==> src/rtl/sram_row_streamer.sv <==
// Streams one row of a row/k-addressed SRAM onto a valid/ready bus.
// A credit count (FIFO occupancy plus reads in flight) keeps the output FIFO from overflowing.
module sram_row_streamer #(
  parameter int M          = 8,
  parameter int KMAX       = 1024,
  parameter int DATA_W     = 32,
  parameter int BYTE_W     = DATA_W / 8,
  parameter int FIFO_DEPTH = 4,
  parameter int ROW_W      = (M > 1) ? $clog2(M) : 1,
  parameter int K_W        = (KMAX > 1) ? $clog2(KMAX) : 1
) (
  input  logic              clk,
  input  logic              rst,
  input  logic              start,
  input  logic [ROW_W-1:0]  row,
  input  logic [K_W:0]      klen,
  output logic              busy,
  output logic              done,
  output logic              err,
  output logic              w_en,
  output logic              w_re,
  output logic              w_we,
  output logic [ROW_W-1:0]  w_row,
  output logic [K_W-1:0]    w_k,
  output logic [DATA_W-1:0] w_wdata,
  output logic [BYTE_W-1:0] w_wmask,
  input  logic [DATA_W-1:0] w_rdata,
  input  logic              w_rvalid,
  output logic              m_valid,
  input  logic              m_ready,
  output logic [DATA_W-1:0] m_data,
  output logic              m_last
);

  localparam int PTR_W = (FIFO_DEPTH > 1) ? $clog2(FIFO_DEPTH) : 1;
  localparam int CNT_W = PTR_W + 1;
  localparam logic [K_W:0]       K_ONE   = 1;
  localparam logic [PTR_W-1:0]   PTR_ONE = 1;
  localparam logic [CNT_W-1:0]   CNT_ONE = 1;

  typedef enum logic [1:0] {IDLE, RUN, DRAIN, DONE} state_t;

  state_t            state;
  logic [ROW_W-1:0]  row_q;
  logic [K_W:0]      klen_q;
  logic [K_W:0]      k_cnt;
  logic [K_W:0]      beat_cnt;
  logic [CNT_W-1:0]  inflight;
  logic [CNT_W-1:0]  fifo_count;
  logic [PTR_W-1:0]  wr_ptr;
  logic [PTR_W-1:0]  rd_ptr;
  logic [DATA_W-1:0] fifo_mem [FIFO_DEPTH];

  logic              legal, accept, issue_run, issue, issue_last, push, pop;
  logic [K_W-1:0]    issue_k;

  assign w_we    = 1'b0;
  assign w_wdata = '0;
  assign w_wmask = '0;

  assign m_valid = (fifo_count != '0);
  assign m_data  = fifo_mem[rd_ptr];
  assign m_last  = m_valid && (beat_cnt == klen_q - K_ONE);

  // The first read goes out on the accepting edge so data arrives two cycles after start.
  always_comb begin
    legal      = (int'(row) < M) && (klen != '0) && (int'(klen) <= KMAX);
    accept     = (state == IDLE) && start && legal;
    issue_run  = (state == RUN) && ((int'(fifo_count) + int'(inflight)) < FIFO_DEPTH);
    issue      = accept || issue_run;
    issue_k    = accept ? '0 : k_cnt[K_W-1:0];
    issue_last = accept ? (klen == K_ONE) : (k_cnt == klen_q - K_ONE);
    push       = w_rvalid && (state != IDLE);
    pop        = m_valid && m_ready;
  end

  always_ff @(posedge clk) begin
    if (push) fifo_mem[wr_ptr] <= w_rdata;
  end

  always_ff @(posedge clk or posedge rst) begin
    if (rst) begin
      state      <= IDLE;
      busy       <= 1'b0;
      done       <= 1'b0;
      err        <= 1'b0;
      w_en       <= 1'b0;
      w_re       <= 1'b0;
      w_row      <= '0;
      w_k        <= '0;
      row_q      <= '0;
      klen_q     <= '0;
      k_cnt      <= '0;
      beat_cnt   <= '0;
      inflight   <= '0;
      fifo_count <= '0;
      wr_ptr     <= '0;
      rd_ptr     <= '0;
    end else begin
      done <= 1'b0;
      err  <= 1'b0;
      w_en <= issue;
      w_re <= issue;

      if (issue) begin
        w_row <= accept ? row : row_q;
        w_k   <= issue_k;
        k_cnt <= {1'b0, issue_k} + K_ONE;
      end

      case ({issue, push})
        2'b10:   inflight <= inflight + CNT_ONE;
        2'b01:   inflight <= inflight - CNT_ONE;
        default: ;
      endcase

      if (push) wr_ptr <= wr_ptr + PTR_ONE;
      if (pop)  rd_ptr <= rd_ptr + PTR_ONE;
      case ({push, pop})
        2'b10:   fifo_count <= fifo_count + CNT_ONE;
        2'b01:   fifo_count <= fifo_count - CNT_ONE;
        default: ;
      endcase

      if (accept)   beat_cnt <= '0;
      else if (pop) beat_cnt <= beat_cnt + K_ONE;

      case (state)
        IDLE: begin
          if (start) begin
            if (legal) begin
              row_q  <= row;
              klen_q <= klen;
              busy   <= 1'b1;
              state  <= issue_last ? DRAIN : RUN;
            end else begin
              err <= 1'b1;
            end
          end
        end
        RUN: begin
          if (issue_run && issue_last) state <= DRAIN;
        end
        DRAIN: begin
          if (pop && m_last) begin
            done  <= 1'b1;
            state <= DONE;
          end
        end
        DONE: begin
          busy  <= 1'b0;
          state <= IDLE;
        end
        default: state <= IDLE;
      endcase
    end
  end

endmodule

==> config.mk <==
export PLATFORM = sky130hd
export DESIGN_NAME = sram_row_streamer
export DESIGN_NICKNAME = d
export VERILOG_FILES = /design/src/rtl/sram_row_streamer.sv
export SDC_FILE = /design/constraint.sdc
export NUM_CORES = 1
export LEC_CHECK = 0
export ABC_AREA = 1
export CAP_MARGIN = 10
export CORE_MARGIN = 10
export CORE_UTILIZATION = 58
export DETAILED_ROUTE_END_ITERATION = 12
export PLACE_DENSITY_LB_ADDON = 0.12
export SLEW_MARGIN = 20
export SYNTH_ARGS = -nofsm -noshare
export SYNTH_HDL_FRONTEND = slang
export SYNTH_SLANG_ARGS = --single-unit
==> constraint.sdc <==
create_clock -name clk -period 7.3 [get_ports clk]
set_input_delay 1.46 -clock clk [delete_from_list [all_inputs] [get_ports clk]]
set_output_delay 1.46 -clock clk [all_outputs]
set_load 0.02 [all_outputs]
## Yosys cells after proc, flatten, opt, wreduce, memory -nomap -nowiden

Memory sizes are Yosys's and may differ from the RTL's.
Index checks and enable logic that the tools add are counted.

- Register bits after elaboration: 65
- Memory bits (writable): 128
- Output and inout port bits: 89
- Word-level logic and storage cells: 86
- Memories: 1

Memories:

| memory | words | bits a word | rd ports | clocked after Yosys merged registers in | wr ports | line | text |
|---|---|---|---|---|---|---|---|
| fifo_mem | 4 | 32 | 1 | 0 | 1 | 52 | `logic [DATA_W-1:0] fifo_mem [FIFO_DEPTH];` |

- Add/sub/neg operators: 10
- Magnitude comparators: 2
- Eq/ne operators: 14
- Muxes and demuxes: 23
- Reductions and logical operators: 21

Operators by type and width:

| kind | number |
|---|---|
| $eq A11 B11 Y1 | 2 |
| $mux W11 | 2 |
| $pmux W3 S2 | 2 |
| $add A10 B1 Y11 const B | 1 |
| $add A11 B1 Y11 const B | 1 |
| $eq A11 B1 Y1 const B | 1 |
| $le A11 B11 Y1 const B | 1 |
| $reduce_bool A11 Y1 | 1 |
| $sub A11 B1 Y11 const B | 1 |
| $mux W1 | 10 |
| $mux W10 | 1 |
| $mux W2 | 5 |
| $reduce_bool A2 Y1 | 5 |
| $logic_and A1 B1 Y1 | 9 |
| $eq A2 B2 Y1 const B | 4 |
| $pmux W2 S4 | 1 |
| $add A3 B1 Y3 const B | 2 |
| $eq A2 B1 Y1 const B | 3 |
| $ne A2 B2 Y1 const B | 3 |
| $reduce_and A3 Y1 | 2 |
| $sub A3 B1 Y3 const B | 2 |
| $add A2 B1 Y2 const B | 2 |
| $add A3 B3 Y4 | 1 |
| $lt A4 B3 Y1 const B | 1 |
| 7 further kinds | 7 |

## Logic depth before layout (Yosys ltp)

- Depth in word-level cells: 8
- Gate-level depth with buffers: 19

## Worst setup path before layout

Ideal clock, no wire load.

- Kind: input to register
- From: input port klen[5]
- To: register inflight[2]
- Setup time: 0.124 ns
- Arrival: 3.331 ns
- Data required time: 7.176 ns
- Path slack: 3.845 ns
- Stages: 14
- Path buffers: 1
- Path through: nor2_1 nand3_1 nor2_1 nand2_1 nand4_4 nand2_2 inv_1 clkbuf_1 ha_1 inv_1 fa_1 a21oi_1 o21ai_0 xnor2_1

- Longest elaborated chain between the ends: 6

RTL lines:

| element | line | text |
|---|---|---|
| from (decl) | 16 | `input logic [K_W:0] klen,` |
| $le A11 B11 Y1 or $reduce_bool A11 Y1 (tied branches) | 67 | `legal = (int'(row) < M) && (klen != '0) && (int'(klen) <= KMAX);` |
| $logic_and A1 B1 Y1 * | 67 |  |
| $logic_and A1 B1 Y1 * | 68 | `accept = (state == IDLE) && start && legal;` |
| $logic_or A1 B1 Y1 * | 70 | `issue = accept \|\| issue_run;` |
| $eq A2 B1 Y1 or $eq A2 B2 Y1 (tied branches) | 111 | `case ({issue, push})` |
| $pmux W3 S2 or $reduce_bool A2 Y1 (tied branches) | n/a |  |
| to (signal assigned) | 112 | `2'b10: inflight <= inflight + CNT_ONE;` |
| to (signal assigned) | 113 | `2'b01: inflight <= inflight - CNT_ONE;` |
| to (decl) | 48 | `logic [CNT_W-1:0] inflight;` |

Every way passes the cells marked *; elsewhere a longest branch is shown, timed or not.
A chain may end at the register's enable or synchronous reset.

## Worst setup path in the final report

- From: register rd_ptr[0]
- To: output port m_data[31]

- Longest elaborated chain between the ends: 1

RTL lines:

| element | line | text |
|---|---|---|
| from (decl) | 51 | `logic [PTR_W-1:0] rd_ptr;` |
| from (signal assigned) | 118 | `if (pop) rd_ptr <= rd_ptr + PTR_ONE;` |
| $mem_v2 Z4 W32 | n/a |  |
| to (decl) | 31 | `output logic [DATA_W-1:0] m_data,` |

Every way passes these cells.

==> flow_results.org <==
** Timing
- Timing would allow up to 218 MHz.
- Hold Vio Cnt, Final :: 0
- Setup violations remaining at the end of the flow were counted as 0.
- The worst path in the final design needs a cycle of 4.60 ns, including I/O delays and setup.
- Hold Slack :: 0.481 ns
- Setup repair after global routing left no endpoint under its margin.
- After routing, the total negative slack on setup checks comes to 0 ns.
- At the pin with the least slew margin, the transition time is 1.04 ns.
- Period Utilization, post-route :: 0.630
- Worst setup skew after layout :: 0.00838 ns
- The worst pin sits at a relative slew slack of 0.307.
- The final count of pins violating max slew was 0.

** Drt
- In the routed design, unresolved DRC markers number 0.
- Final routed wirelength across all metal layers :: 20.1 mm
- Initial DRT Pass Iterations :: 5
- In the routed layout, each cell is associated on average with a via count of 5.39.
- Dividing the detail-routed wire length by the instance count gives 17.4 um.
- The detail route stage leaves a number of antenna-violating nets equal to 0.
- Overall via count from detail_route :: 6239
- The first routing iteration left 365 violations.

** Synth
- Post-synth EDFFs :: 128
- Sequential share of the synthesized area :: 0.618
- In this run, synthesis produced a sequential element count of 193.
- Yosys printed 0 warnings.
- The share of synthesized area in the top cell type comes to 0.434.
- Dominant synthesized flop cell :: edfxtp_1
- A synthesized cell averages 10.3 um2.
- In the post-synthesis netlist, the biggest area contributors are edfxtp_1, dfrtp_1, nand2_1.
- In the synthesized netlist, the number of instances is 862.
- Distinct cells, synth :: 35
- The commonest cells after synthesis are nand2_1, edfxtp_1, nor2_1.
- In this run the cell area of the synthesized design comes to 0.00885 mm2.
- The most common cell in the synthesized netlist is nand2_1.
- edfxtp_1 takes more of the synthesized area than any other cell.
- In the synthesized netlist the async set-or-reset flop fraction comes to 0.337.

** Run status
- The run finished with clean final reports.

** Floorplan
- Chip width :: 144 um
- Count of boundary I/O pins :: 140
- Floorplan die height :: 144 um
- Area of the die :: 0.0206 mm2
- The initialized floorplan defines 45 standard-cell rows.
- The floorplan step defined a core boundary enclosing 0.0151 mm2.
- For this configuration, the core starts out at a cell density of 0.587.

** Global routing
- Entering global routing, the biggest net connects 67 pins.
- In the global route stage, overall resource usage came out at 0.198.
- For this run the aggregate overflow at the end of global routing stands at 0.
- The via count of the first global-routing pass came to 6279.
- The number of antenna violations at the first check in global routing came to 0.
- Wire length of the first global-routing pass :: 31.9 mm

** Critical path
- Largest stage delay on the critical path :: 0.85 ns
- WP data required :: 5.84 ns
- Arrival time at the worst endpoint :: 3.14 ns
- The signal on the critical path passes through inv_2, o21ai_0, o22ai_1, clkdlybuf4s50_1.
- Maximum net fanout on the critical path :: 66
- The worst setup path is captured at an output pin.
- Logic depth of the worst path, buffers included :: 4
- Standard cell with the maximum stage delay on the critical path :: inv_2
- The worst setup path is of the flip-flop to output pin kind.
- Category of the worst setup path launch point :: flip-flop
- The critical path contains buffers and inverters numbering 2 combined.
- Broken down by cell family, the worst path's largest delay share belongs to buffers and inverters.
- Worst reg2reg setup slack :: 4.29 ns
- Capturing point of the worst reg2reg path :: inflight[2]$_DFFE_PP0P_
- The startpoint identified for the worst register-to-register timing path is state[0]$_DFFE_PP0P_.
- The critical path starts at rd_ptr[0]$_DFFE_PP0P_.
- Measured in cells, the most critical reg-to-reg path has a length of 11.
- Following the worst setup path forward leads to its endpoint at m_data[31].

** Clock network
- Number of buffers inserted by hold repair at cts :: 0
- Root buffer cell :: clkbuf_16
- TritonCTS built the clock tree.
- The number of clock buffers added by TritonCTS is 17.
- CTS Sinks :: 193
- Clk buf depth :: 2
- Post-CTS Setup Inserts :: 0
- Clock latency on the worst-skew pair, taken at its later pin, is 0.43 ns.
- Clock slew at the register clock pins of the worst setup and hold paths :: 0.07 ns
- H-Tree Level Count :: 4
- In this run, post-CTS repair resized a total of 0 instances.

** Pwr
- Final Total Pwr :: 4.36 mW
- IR analysis of the VDD net gives a maximum drop of 0.000275 V.
- Power density cells :: 414 mW/mm2
- The analysis attributes to cell leakage a power of 4.21 nW.

** Final layout
- Post-layout utilization of the core :: 0.698
- In the final layout, the share of cells above drive strength 1 is 0.0816.
- The net count of the finished layout is 1023.
- Area occupied by multi-input gates :: 0.00285 mm2
- FF/Latch Area :: 0.00548 mm2
- Filler Cells Inserted :: 1122
- P&R area growth vs syn :: 18.9%

** Hold path
- In this run the worst hold path is classified as flip-flop to flip-flop.
- Along the worst hold path, the cell count comes to 2.

** Placement
- Buffers added on ports :: 102
- Placed wire-length estimate :: 13.7 mm
- Weighted congestion reported at the end of routability-driven placement :: 0.899

** Run
- Max_cap viols :: 0
[tightest hold or removal path, cell delays in order, from the launching register on]
cell     delay (ns)
dfrtp_1        0.33
nand2_1        0.06
nand2_1        0.06
[state kept, by name, indices dropped and copies added (netlist names), 2 cells and up]
signal / count
beat_cnt: 11
fifo_count: 3
fifo_mem: 128
inflight: 3
k_cnt: 11
klen_q: 11
rd_ptr: 2
row_q: 3
state: 2
w_k: 10
w_row: 3
wr_ptr: 2
[cell usage in the layout (no fill, tap or decap), types with 3 or more instances in the layout]
cell type,count
inv_2,7
clkdlybuf4s50_1,102
a21oi_1,5
edfxtp_1,128
nand2_2,15
nor2_1,110
nand3_2,4
inv_1,73
nand2_1,135
a31oi_1,6
conb_1,37
nand3_1,41
nor3_1,5
xnor2_1,4
nor2_2,7
xor2_1,14
o22ai_1,32
ha_1,15
bufinv_16,4
nand4_1,7
clkinvlp_4,3
clkbuf_16,17
dfrtp_1,63
nand3b_1,6
nor2_4,6
o21ai_0,97
[kinds of logic (layout without fill, tap and decap cells)]
kind of cell             Yosys count  after routing  share of synthesized area
adder cells (fa/ha/maj)           17             17                     0.0257
AND/OR/NAND/NOR                  344            344                      0.172
buffers and inverters            146            216                     0.0790
flip-flops                       193            193                      0.618
other                              1             38                   0.000424
XOR/XNOR                          18             18                     0.0178
AO/OA/AOI/OAI                    143            143                     0.0866
[where the power goes]
group / leakage (nW) / switching (mW) / internal (mW) / total, mW
clock network: 0.301 / 0.407 / 0.578 / 0.985
logic: 1.91 / 1.08 / 0.674 / 1.76
registers: 1.99 / 0.207 / 1.41 / 1.62
[area by class of cell]
cell class              count  area share
flip-flops and latches    193       0.520
multi-input cells         559       0.271
repair buffers            104      0.0984
clock buffers              17      0.0404
inverters                  80      0.0285
well taps                 188      0.0223
clock inverters            15      0.0195
diodes                      1    0.000238
[layer usage]
layer,up-vias,share of wire,global-route usage
li1,3013,-,-
met1,3032,0.40,0.228
met4,0,0.025,0.0785
met2,163,0.52,0.347
met3,31,0.054,0.0479
met5,-,0,0
[worst min-delay path by stage]
| stage | from | to | slack (ns) |
|---|---|---|---|
| after floorplan | row_q[0]$_DFFE_PP0P_ | row_q[0]$_DFFE_PP0P_ | 0.44 |
| after global placement | row_q[2]$_DFFE_PP0P_ | row_q[2]$_DFFE_PP0P_ | 0.46 |
| after detailed placement | w_k[0]$_DFFE_PP0P_ | w_k[0]$_DFFE_PP0P_ | 0.47 |
| after CTS | row_q[0]$_DFFE_PP0P_ | row_q[0]$_DFFE_PP0P_ | 0.49 |
| after global routing | w_k[0]$_DFFE_PP0P_ | w_k[0]$_DFFE_PP0P_ | 0.51 |
| final | row_q[0]$_DFFE_PP0P_ | row_q[0]$_DFFE_PP0P_ | 0.48 |
[metrics by stage]
step           area [um2]  setup slack (ns)  cells
2_1_floorplan        8990              3.84    898
3_3_place_gp         9890              2.85   1124
3_5_place_dp         9890              2.75   1124
4_1_cts             10500              2.41   1156
5_1_grt             10500              2.46   1156
6_report            10500              2.70   1157
Note: power is estimated with default switching activity, not from simulation.
